**src/rtl/usr_pkg.sv**
```systemverilog
`default_nettype none
// ----------------------------------------------------------------------------
// usr_pkg
// Mode codes, FSM state encoding and a mode-class helper for univ_shift_reg.
// Revision: 1.0 - initial release
// ----------------------------------------------------------------------------
package usr_pkg;

  localparam logic [2:0] MODE_HOLD  = 3'b000;
  localparam logic [2:0] MODE_SHL   = 3'b001;
  localparam logic [2:0] MODE_SHR   = 3'b010;
  localparam logic [2:0] MODE_ROL   = 3'b011;
  localparam logic [2:0] MODE_ROR   = 3'b100;
  localparam logic [2:0] MODE_ASR   = 3'b101;
  localparam logic [2:0] MODE_LOAD  = 3'b110;
  localparam logic [2:0] MODE_CLEAR = 3'b111;

  typedef enum logic [0:0] {
    ST_IDLE  = 1'b0,
    ST_SHIFT = 1'b1
  } state_t;

  // Shift/rotate modes honour the amount field; the rest are single-shot.
  function automatic logic is_shift_mode(input logic [2:0] m);
    return (m >= MODE_SHL) && (m <= MODE_ASR);
  endfunction

endpackage
`default_nettype wire

```
**src/rtl/usr_step.sv**
```systemverilog
`default_nettype none
// ----------------------------------------------------------------------------
// usr_step
// Combinational single-step next-value function of the universal shifter.
// Revision: 1.0 - initial release
// ----------------------------------------------------------------------------
module usr_step
  import usr_pkg::*;
#(
  parameter int WIDTH = 8
) (
  input  logic [WIDTH-1:0] q,
  input  logic [2:0]       mode,
  input  logic             sin_lsb,
  input  logic             sin_msb,
  input  logic [WIDTH-1:0] load_data,
  output logic [WIDTH-1:0] q_next
);

  // One step of the selected operation; HOLD keeps the current value.
  always_comb begin
    q_next = q;
    case (mode)
      MODE_HOLD:  q_next = q;
      MODE_SHL:   q_next = {q[WIDTH-2:0], sin_lsb};
      MODE_SHR:   q_next = {sin_msb, q[WIDTH-1:1]};
      MODE_ROL:   q_next = {q[WIDTH-2:0], q[WIDTH-1]};
      MODE_ROR:   q_next = {q[0], q[WIDTH-1:1]};
      MODE_ASR:   q_next = {q[WIDTH-1], q[WIDTH-1:1]};
      MODE_LOAD:  q_next = load_data;
      MODE_CLEAR: q_next = '0;
      default:    q_next = q;
    endcase
  end

endmodule
`default_nettype wire

```
**src/rtl/univ_shift_reg.sv**
```systemverilog
`default_nettype none
// ----------------------------------------------------------------------------
// univ_shift_reg
// Parametrised universal shift register with multi-step start/busy/done
// command handshake.
// Revision: 1.0 - initial release
// ----------------------------------------------------------------------------
module univ_shift_reg
  import usr_pkg::*;
#(
  parameter int WIDTH = 8,
  parameter int CNT_W = 4
) (
  input  logic             clk,
  input  logic             rst_n,
  input  logic             start,
  input  logic [2:0]       mode,
  input  logic [CNT_W-1:0] amount,
  input  logic [WIDTH-1:0] load_data,
  input  logic             sin_lsb,
  input  logic             sin_msb,
  output logic [WIDTH-1:0] q,
  output logic             sout_msb,
  output logic             sout_lsb,
  output logic             busy,
  output logic             done
);

  state_t           state, state_nxt;
  logic [2:0]       cmd_mode, cmd_mode_nxt;
  logic [CNT_W-1:0] remaining, remaining_nxt;
  logic [WIDTH-1:0] q_nxt;
  logic             done_nxt;
  logic [2:0]       step_mode;
  logic [WIDTH-1:0] q_step;

  usr_step #(.WIDTH(WIDTH)) u_step (
    .q         (q),
    .mode      (step_mode),
    .sin_lsb   (sin_lsb),
    .sin_msb   (sin_msb),
    .load_data (load_data),
    .q_next    (q_step)
  );

  // State, counter, captured mode, data and done pulse registers.
  always_ff @(posedge clk or negedge rst_n) begin
    if (!rst_n) begin
      state     <= ST_IDLE;
      cmd_mode  <= MODE_HOLD;
      remaining <= '0;
      q         <= '0;
      done      <= 1'b0;
    end else begin
      state     <= state_nxt;
      cmd_mode  <= cmd_mode_nxt;
      remaining <= remaining_nxt;
      q         <= q_nxt;
      done      <= done_nxt;
    end
  end

  // Next-state logic: first step happens on the accepting edge, the rest in SHIFT.
  always_comb begin
    state_nxt     = state;
    cmd_mode_nxt  = cmd_mode;
    remaining_nxt = remaining;
    q_nxt         = q;
    done_nxt      = 1'b0;
    step_mode     = cmd_mode;
    case (state)
      ST_IDLE: begin
        step_mode = mode;
        if (start) begin
          done_nxt = 1'b1;
          if (is_shift_mode(mode)) begin
            if (amount != '0) begin
              q_nxt = q_step;
            end
            if (amount > CNT_W'(1)) begin
              remaining_nxt = amount - CNT_W'(1);
              cmd_mode_nxt  = mode;
              state_nxt     = ST_SHIFT;
              done_nxt      = 1'b0;
            end
          end else begin
            q_nxt = q_step;
          end
        end
      end
      ST_SHIFT: begin
        q_nxt         = q_step;
        remaining_nxt = remaining - CNT_W'(1);
        if (remaining == CNT_W'(1)) begin
          state_nxt = ST_IDLE;
          done_nxt  = 1'b1;
        end
      end
      default: state_nxt = ST_IDLE;
    endcase
  end

  // Serial outputs and busy flag are direct decodes of register state.
  always_comb begin
    sout_msb = q[WIDTH-1];
    sout_lsb = q[0];
    busy     = (state == ST_SHIFT);
  end

endmodule
`default_nettype wire
```
**config.mk**
```make
export PLATFORM = sky130hd
export DESIGN_NAME = univ_shift_reg
export DESIGN_NICKNAME = d
export VERILOG_FILES = /design/src/rtl/usr_pkg.sv /design/src/rtl/usr_step.sv /design/src/rtl/univ_shift_reg.sv
export SDC_FILE = /design/constraint.sdc
export NUM_CORES = 1
export LEC_CHECK = 0
export CAP_MARGIN = 20
export CORE_ASPECT_RATIO = 2
export CORE_UTILIZATION = 35
export CTS_CLUSTER_DIAMETER = 100
export CTS_CLUSTER_SIZE = 20
export DETAILED_ROUTE_END_ITERATION = 8
export GPL_ROUTABILITY_DRIVEN = 1
export PLACE_DENSITY = 0.62
export SYNTH_ARGS = -nofsm -noshare
export SYNTH_HDL_FRONTEND = slang
export SYNTH_SLANG_ARGS = --single-unit
```
**constraint.sdc**
```tcl
create_clock -name clk -period 1.9 [get_ports clk]
set_clock_uncertainty 0.05 [all_clocks]
set_input_delay 0.38 -clock clk [delete_from_list [all_inputs] [get_ports clk]]
set_output_delay 0.38 -clock clk [all_outputs]
set_load 0.02 [all_outputs]
```
==> results of run 1 <==
## registers in the layout, summed over array words and instances, names as in the netlist
signal and cells:
done 1, q 8, busy 1, cmd_mode 3
remaining 4
## synthesized netlist by cell type (2+ instances only)
cell / instances
inv_1: 5
a31oi_1: 6
xor2_1: 4
buf_4: 2
a22oi_1: 6
or2b_1: 2
o211ai_1: 3
nand2b_1: 3
mux2i_1: 9
mux2_2: 7
a211o_1: 2
nor3_1: 2
nor2_1: 5
a21oi_1: 8
o21ai_0: 3
ha_1: 4
buf_6: 3
dfrtp_1: 17
nand3_1: 10
nand2_1: 10
## routing by layer
layer,routed length [µm],global-route usage [%],up-vias
li1,-,-,589
met1,1220,20.0,601
met2,2120,40.1,74
met3,218,3.33,16
met4,197,12.4,0
met5,0,0,-
## through the flow
step	hold WS (ns)	cell area [µm²]	setup slack (ns)	power, mW	instances
3_5_place_dp	0.500	1750	-0.524	2.59	224
3_3_place_gp	0.468	1750	-0.485	2.53	224
6_report	0.407	1920	0.0298	3.01	234
2_1_floorplan	0.0344	1250	0.0929	1.92	127
5_1_grt	0.414	1920	-0.00874	3.21	234
4_1_cts	0.406	1890	-0.0140	3.00	233
## worst max-delay path: stages
cell and delay [ns]:
clkdlybuf4s50_1 0.48, or3_4 0.40, o2111ai_4 0.13, buf_6 0.16, mux2_2 0.33, mux2i_1 0.12
## cells by family (layout without fill, tap and decap cells)
kind of cell,Yosys count,count (layout),synth area share [%]
compound gates,36,36,23.3
xor+xnor,4,4,2.80
mux,17,17,14.4
fa+ha+maj,4,4,4.00
simple gates,37,37,15.4
buf+inv,12,71,6.10
flops,17,17,34.0
## final cells by class
| type | count | area [µm²] | area share (%) |
|---|---|---|---|
| multi-input cells | 98 | 816 | 42.5 |
| repair buffers | 61 | 547 | 28.5 |
| flip-flops and latches | 17 | 427 | 22.2 |
| well taps | 48 | 60.1 | 3.13 |
| clock buffers | 3 | 41.3 | 2.15 |
| inverters | 6 | 22.5 | 1.17 |
| clock inverters | 1 | 5.00 | 0.261 |
## cells in the final DEF, fill, tap and decap left out, types with 3 or more instances in the layout
cell and n:
a31oi_1 6, dfrtp_1 16, a21oi_1 8, xor2_1 4
o211ai_1 3, clkdlybuf4s50_1 28, inv_1 3, nand2_1 10
nor2_1 3, clkbuf_8 3, nand2b_1 3, mux2_2 6
mux2i_1 8, a22oi_1 6, o21ai_0 3, nand3_1 10
buf_4 28
## power by group through the flow
| stage | Combinational [mW] | Clock (mW) | Sequential (mW) |
|---|---|---|---|
| 2_1_floorplan | 1.06 | 0 | 0.855 |
| 3_3_place_gp | 1.71 | 0 | 0.820 |
| 3_5_place_dp | 1.77 | 0 | 0.821 |
| 4_1_cts | 1.92 | 0.279 | 0.803 |
| 5_1_grt | 2.07 | 0.304 | 0.836 |
| 6_report | 1.93 | 0.271 | 0.810 |
## final timing paths
| path | endpoint | depth (start not counted) |
|---|---|---|
| max | remaining[1] | 6 |
| min | cmd_mode[0] | 2 |
| max reg2reg | q[1] | 6 |
| min reg2reg | remaining[0] | 1 |
| max in group asynchronous | busy | 2 |
| min in group clk | remaining[0] | 1 |
## timing repair
item / CTS / global route
pin swaps: 1 / 5
gates resized for setup: 16 / 6
endpoints found under the setup margin: 15 / 10
hold buffers: 0 / 0
buffers inserted: 5 / 1
==> results.md, run 1 <==
- Worst Setup Start Kind: primary input
- Worst vdd ir: 0.959 mV
- Vias in the first global route: 1415
- Die H: 86.6 µm
- Dpl hpwl: 2.84 mm
- Final Critical Period: 1.87 ns
- DIE WIDTH: 44.3 µm
- Most used flip-flop cell after synthesis: dfrtp_1
- Drt total wl: 3.75 mm
- Power Density: 1570 nW/µm²
- Worst setup startpoint: mode[2]
- Yosys reg bits: 17
- Fin nets: 211
- GPL Wtd Cong: 0.873
- Critical Path AT: 2.00 ns
- GRT Util Overall: 21.2%
- MaxCap Viol Count: 0
- Slew HR: 61.2%
- Clock tree root driver cell: clkbuf_8
- Switching power total: 1.33 mW
- Clock Path Buffers: 2
- Drt via density: 5.47
- Dominant cell type by area after synthesis: dfrtp_1
- FMAX: 0.535 GHz
- Ports: 32
- Avg Inst Size Synth: 9.85 µm²
- Final Setup Violations: 0
- Synth Warn #: 0
- Worst-skew pair later-pin latency: 0.25 ns
- Pins over their slew limit: 0
- Initial antenna violation count: 0
- Clock power frac: 9.0%
- Total Neg Setup Slack: 0 ns
- Util after Layout: 56.2%
- Area growth, synth to finish: 53.3%
- Core ar.: 3420 µm²
- # diodes: 0
- First-pass GRT wire length: 6.21 mm
- DR vias: 1280
- Post-synth ARST share: 100%
- Die area: 3830 µm²
- H-tree Lvls: 1
- Initial Util: 36.6%
- Area contributors post-synth: dfrtp_1, mux2i_1, mux2_2
- FP Rows: 30
- Cell Int Power: 1.68 mW
- ANT nets after route: 0
- CP endpoint kind: register
- IO Port Bufs: 31
- CTS clock-pin slew for the worst setup and hold paths: 0.07 ns
- Fin. Hold Viols: 0
- Total CTS buffers: 3
- Combinational power share: 64.1%
- Syn_nets: 151
- Layout cells sized above 1: 31.2%
- Pleak: 0.832 nW
- DR WL/cell: 16.0 µm
- Synth Cell Area: 1250 µm²
- Critical path class: primary input to register
- Seq/Total Area, Yosys: 34.0%
- Fin crit share: 98.4%
- Drt first pass iters: 5
- Least-Margin Pin Slew: 0.580 ns
- RSZ-0062 raised after global routing: true
- Area share of the leading cell type in the synthesized netlist: 34.0%
- GRT Residual Overflow: 0
- Start of the worst register-to-register path: busy
- Largest net degree at the start of global routing: 18
- Syn Inst Count: 127
- CTS Sinks: 17
- Switching part of the total: 44.2%
- Hold crit path type: primary input to async pin
- DRC viols: 0
- Status: complete, no violations
- R2R setup slack: 0.13 ns
- Post-synth EDFFs: 0
- Crit-path max FO: 4
- Number of fill cells: 293
- DRC marker count from the first detailed-route iteration: 68
- Worst EP required: 2.03 ns
- Cell variety after synth: 36
- CTS tree: yes
- Sequential fraction of design power: 26.9%
Power figures use the tool's default switching activity.
==> run 2: changes to the inputs <==
==> constraint.sdc (replaced) <==
create_clock -name clk -period 1.9 [get_ports clk]
set_clock_uncertainty 0.05 [all_clocks]
set_input_delay 0.19 -clock clk [delete_from_list [all_inputs] [get_ports clk]]
set_output_delay 0.19 -clock clk [all_outputs]
set_load 0.02 [all_outputs]
==> results.md, run 2 (same netlist as run 1, synthesis figures left out) <==
- Die H: 86.6 µm (unchanged)
- Core ar.: 3420 µm² (unchanged)
- Power Density: 1600 nW/µm² (+2.1%)
- ANT nets after route: 0 (unchanged)
- DRC viols: 0 (unchanged)
- Cell Int Power: 1.66 mW (-0.85%)
- Worst EP required: 1.99 ns (-0.04 ns)
- DRC marker count from the first detailed-route iteration: 19 (-72%)
- IO Port Bufs: 31 (unchanged)
- Clock power frac: 9.8% (+0.8 points)
- Pins over their slew limit: 0 (unchanged)
- Total power: 2.95 mW (-1.9%)
- Hold Buf Count CTS: 0 (unchanged)
- Regs by FF count: q x8, remaining x4, cmd_mode x3
- Final instance area: 1840 µm² (-4.0%)
- Max reg flops: 8 (unchanged)
- Critical Path AT: 1.88 ns (-0.12 ns)
- Area after DPL: 1780 µm² (+1.6%)
- Worst-skew pair later-pin latency: 0.26 ns (about the same)
- Initial antenna violation count: 0 (unchanged)
- DR WL/cell: 15.5 µm (-3.2%)
- Area growth, synth to finish: 47.2%
- Start of the worst register-to-register path: busy
- FP Rows: 30 (unchanged)
- Worst Setup Start Kind: primary input
- Dpl ws: -0.283 ns (+0.241 ns)
- Fin nets: 207 (-1.9%)
- Clock Path Buffers: 2 (unchanged)
- Drt via density: 5.28 (-3.4%)
- CTS clock-pin slew for the worst setup and hold paths: 0.07 ns (about the same)
- Ports: 32 (unchanged)
- Initial Util: 36.6% (unchanged)
- R2R setup slack: 0.16 ns (+0.03 ns)
- Final Critical Period: 1.79 ns (-0.0777 ns)
- DIE WIDTH: 44.3 µm (unchanged)
- FMAX: 0.558 GHz (+4.3%)
- CTS-repair resized insts: 2 (-14)
- GRT Util Overall: 20.8% (-0.39 points)
- Slew HR: 66.0% (+4.8 points)
- Hold crit path type: primary input to async pin
- GRT Residual Overflow: 0 (unchanged)
- Setup bufs post-CTS: 0 (-5)
- First-pass GRT wire length: 5.82 mm (-6.3%)
- Drt first pass iters: 4 (-1)
- Pleak: 0.791 nW (-5.0%)
- Least-Margin Pin Slew: 0.508 ns (-0.0718 ns)
- Worst vdd ir: 0.916 mV (-4.5%)
- Drt total wl: 3.57 mm (-4.9%)
- # diodes: 0 (unchanged)
- Clock tree root driver cell: clkbuf_8
- Final Setup Violations: 0 (unchanged)
- CTS tree: yes
- Dpl hpwl: 2.89 mm (+1.6%)
- Total CTS buffers: 3 (unchanged)
- DR vias: 1215 (-5.1%)
- MaxCap Viol Count: 0 (unchanged)
- Status: complete, no violations
- Combinational power share: 63.3% (-0.8 points)
- Fin crit share: 94.3% (-4.1 points)
- Worst r2r path cells: 5 (-1)
- Crit-path max FO: 4 (unchanged)
- Number of fill cells: 311 (+6.1%)
- Vias in the first global route: 1349 (-4.7%)
- H-tree Lvls: 1 (unchanged)
- Layout cells sized above 1: 26.9% (-4.3 points)
- Minimum hold slack: 0.206 ns (-0.201 ns)
- Sequential fraction of design power: 26.9% (about the same)
- RSZ-0062 raised after global routing: false
- Switching part of the total: 43.6% (-0.62 points)
- Setup ws final: 0.108 ns (+0.0777 ns)
- GPL Wtd Cong: 0.868 (-0.68%)
- Switching power total: 1.29 mW (-3.3%)
- Fin. Hold Viols: 0 (unchanged)
- Largest net degree at the start of global routing: 18 (unchanged)
- Biggest register: q
- Commonest non-fill, non-tap cells in the layout: clkdlybuf4s50_1, buf_4, dfrtp_1
- Die area: 3830 µm² (unchanged)
- Critical path class: primary input to register
- CP endpoint kind: register
- Most common cell after layout, fill and taps aside: clkdlybuf4s50_1
- R2R Path End: q[7]
- CTS Sinks: 17 (unchanged)
==> run 2: cell types whose count changed in the layout (fill, tap and decap cells not counted), moves of 2 or more <==
cell	change
buf_4	-3
buf_6	-2
inv_2	-2
clkdlybuf4s50_1	+3
ha_4	-2
inv_1	+2
dlymetal6s2s_1	-2
==> run 2: power groups by stage <==
stage,Clock [mW],Combinational (mW),Sequential [mW]
finish,0.289,1.87,0.794
global route,0.311,2.04,0.821
CTS,0.294,1.88,0.794
detailed placement,0,1.86,0.798
global placement,0,1.82,0.794
floorplan,0,1.06,0.855
==> run 2: worst max-delay path by stage <==
stage	from	to	slack (ns)	depth (start not counted)
CTS	amount[0]	remaining[1]	0.05	8
global placement	amount[0]	cmd_mode[1]	-0.22	7
detailed placement	amount[0]	cmd_mode[0]	-0.28	7
global route	amount[0]	remaining[1]	0.02	8
finish	amount[0]	q[7]	0.11	7
floorplan	busy	q[7]	0.15	5
==> run 2: stage by stage <==
step                setup TNS (ns)  std cells  utilization, %
floorplan                        0        127               -
detailed placement           -3.25        226            52.0
global route                     0        230            53.9
global placement             -2.24        226            52.0
finish                           0        230            53.9
CTS                              0        230            53.6
==> run 2: critical path, stage by stage <==
cell and delay (ns):
clkdlybuf4s50_1 0.46, inv_1 0.11, ha_2 0.22, nor4b_2 0.31, a31oi_4 0.15, nand3_1 0.11, mux2_1 0.33
==> run 2: area by class of cell <==
type | instances | area (µm²) | share of cell area, %
multi-input cells | 98 | 769 | 41.8
repair buffers | 57 | 518 | 28.1
clock inverters | 1 | 5.00 | 0.272
flip-flops and latches | 17 | 425 | 23.1
well taps | 48 | 60.1 | 3.26
inverters | 6 | 22.5 | 1.22
clock buffers | 3 | 41.3 | 2.24
==> run 2: metal layers <==
metal / share of wire, % / global-route usage (%) / vias up
met5: 0 / 0 / -
met1: 34 / 16.8 / 583
met4: 2.9 / 9.64 / 0
met3: 2.6 / 2.08 / 10
met2: 60 / 44.3 / 36
li1: - / - / 586
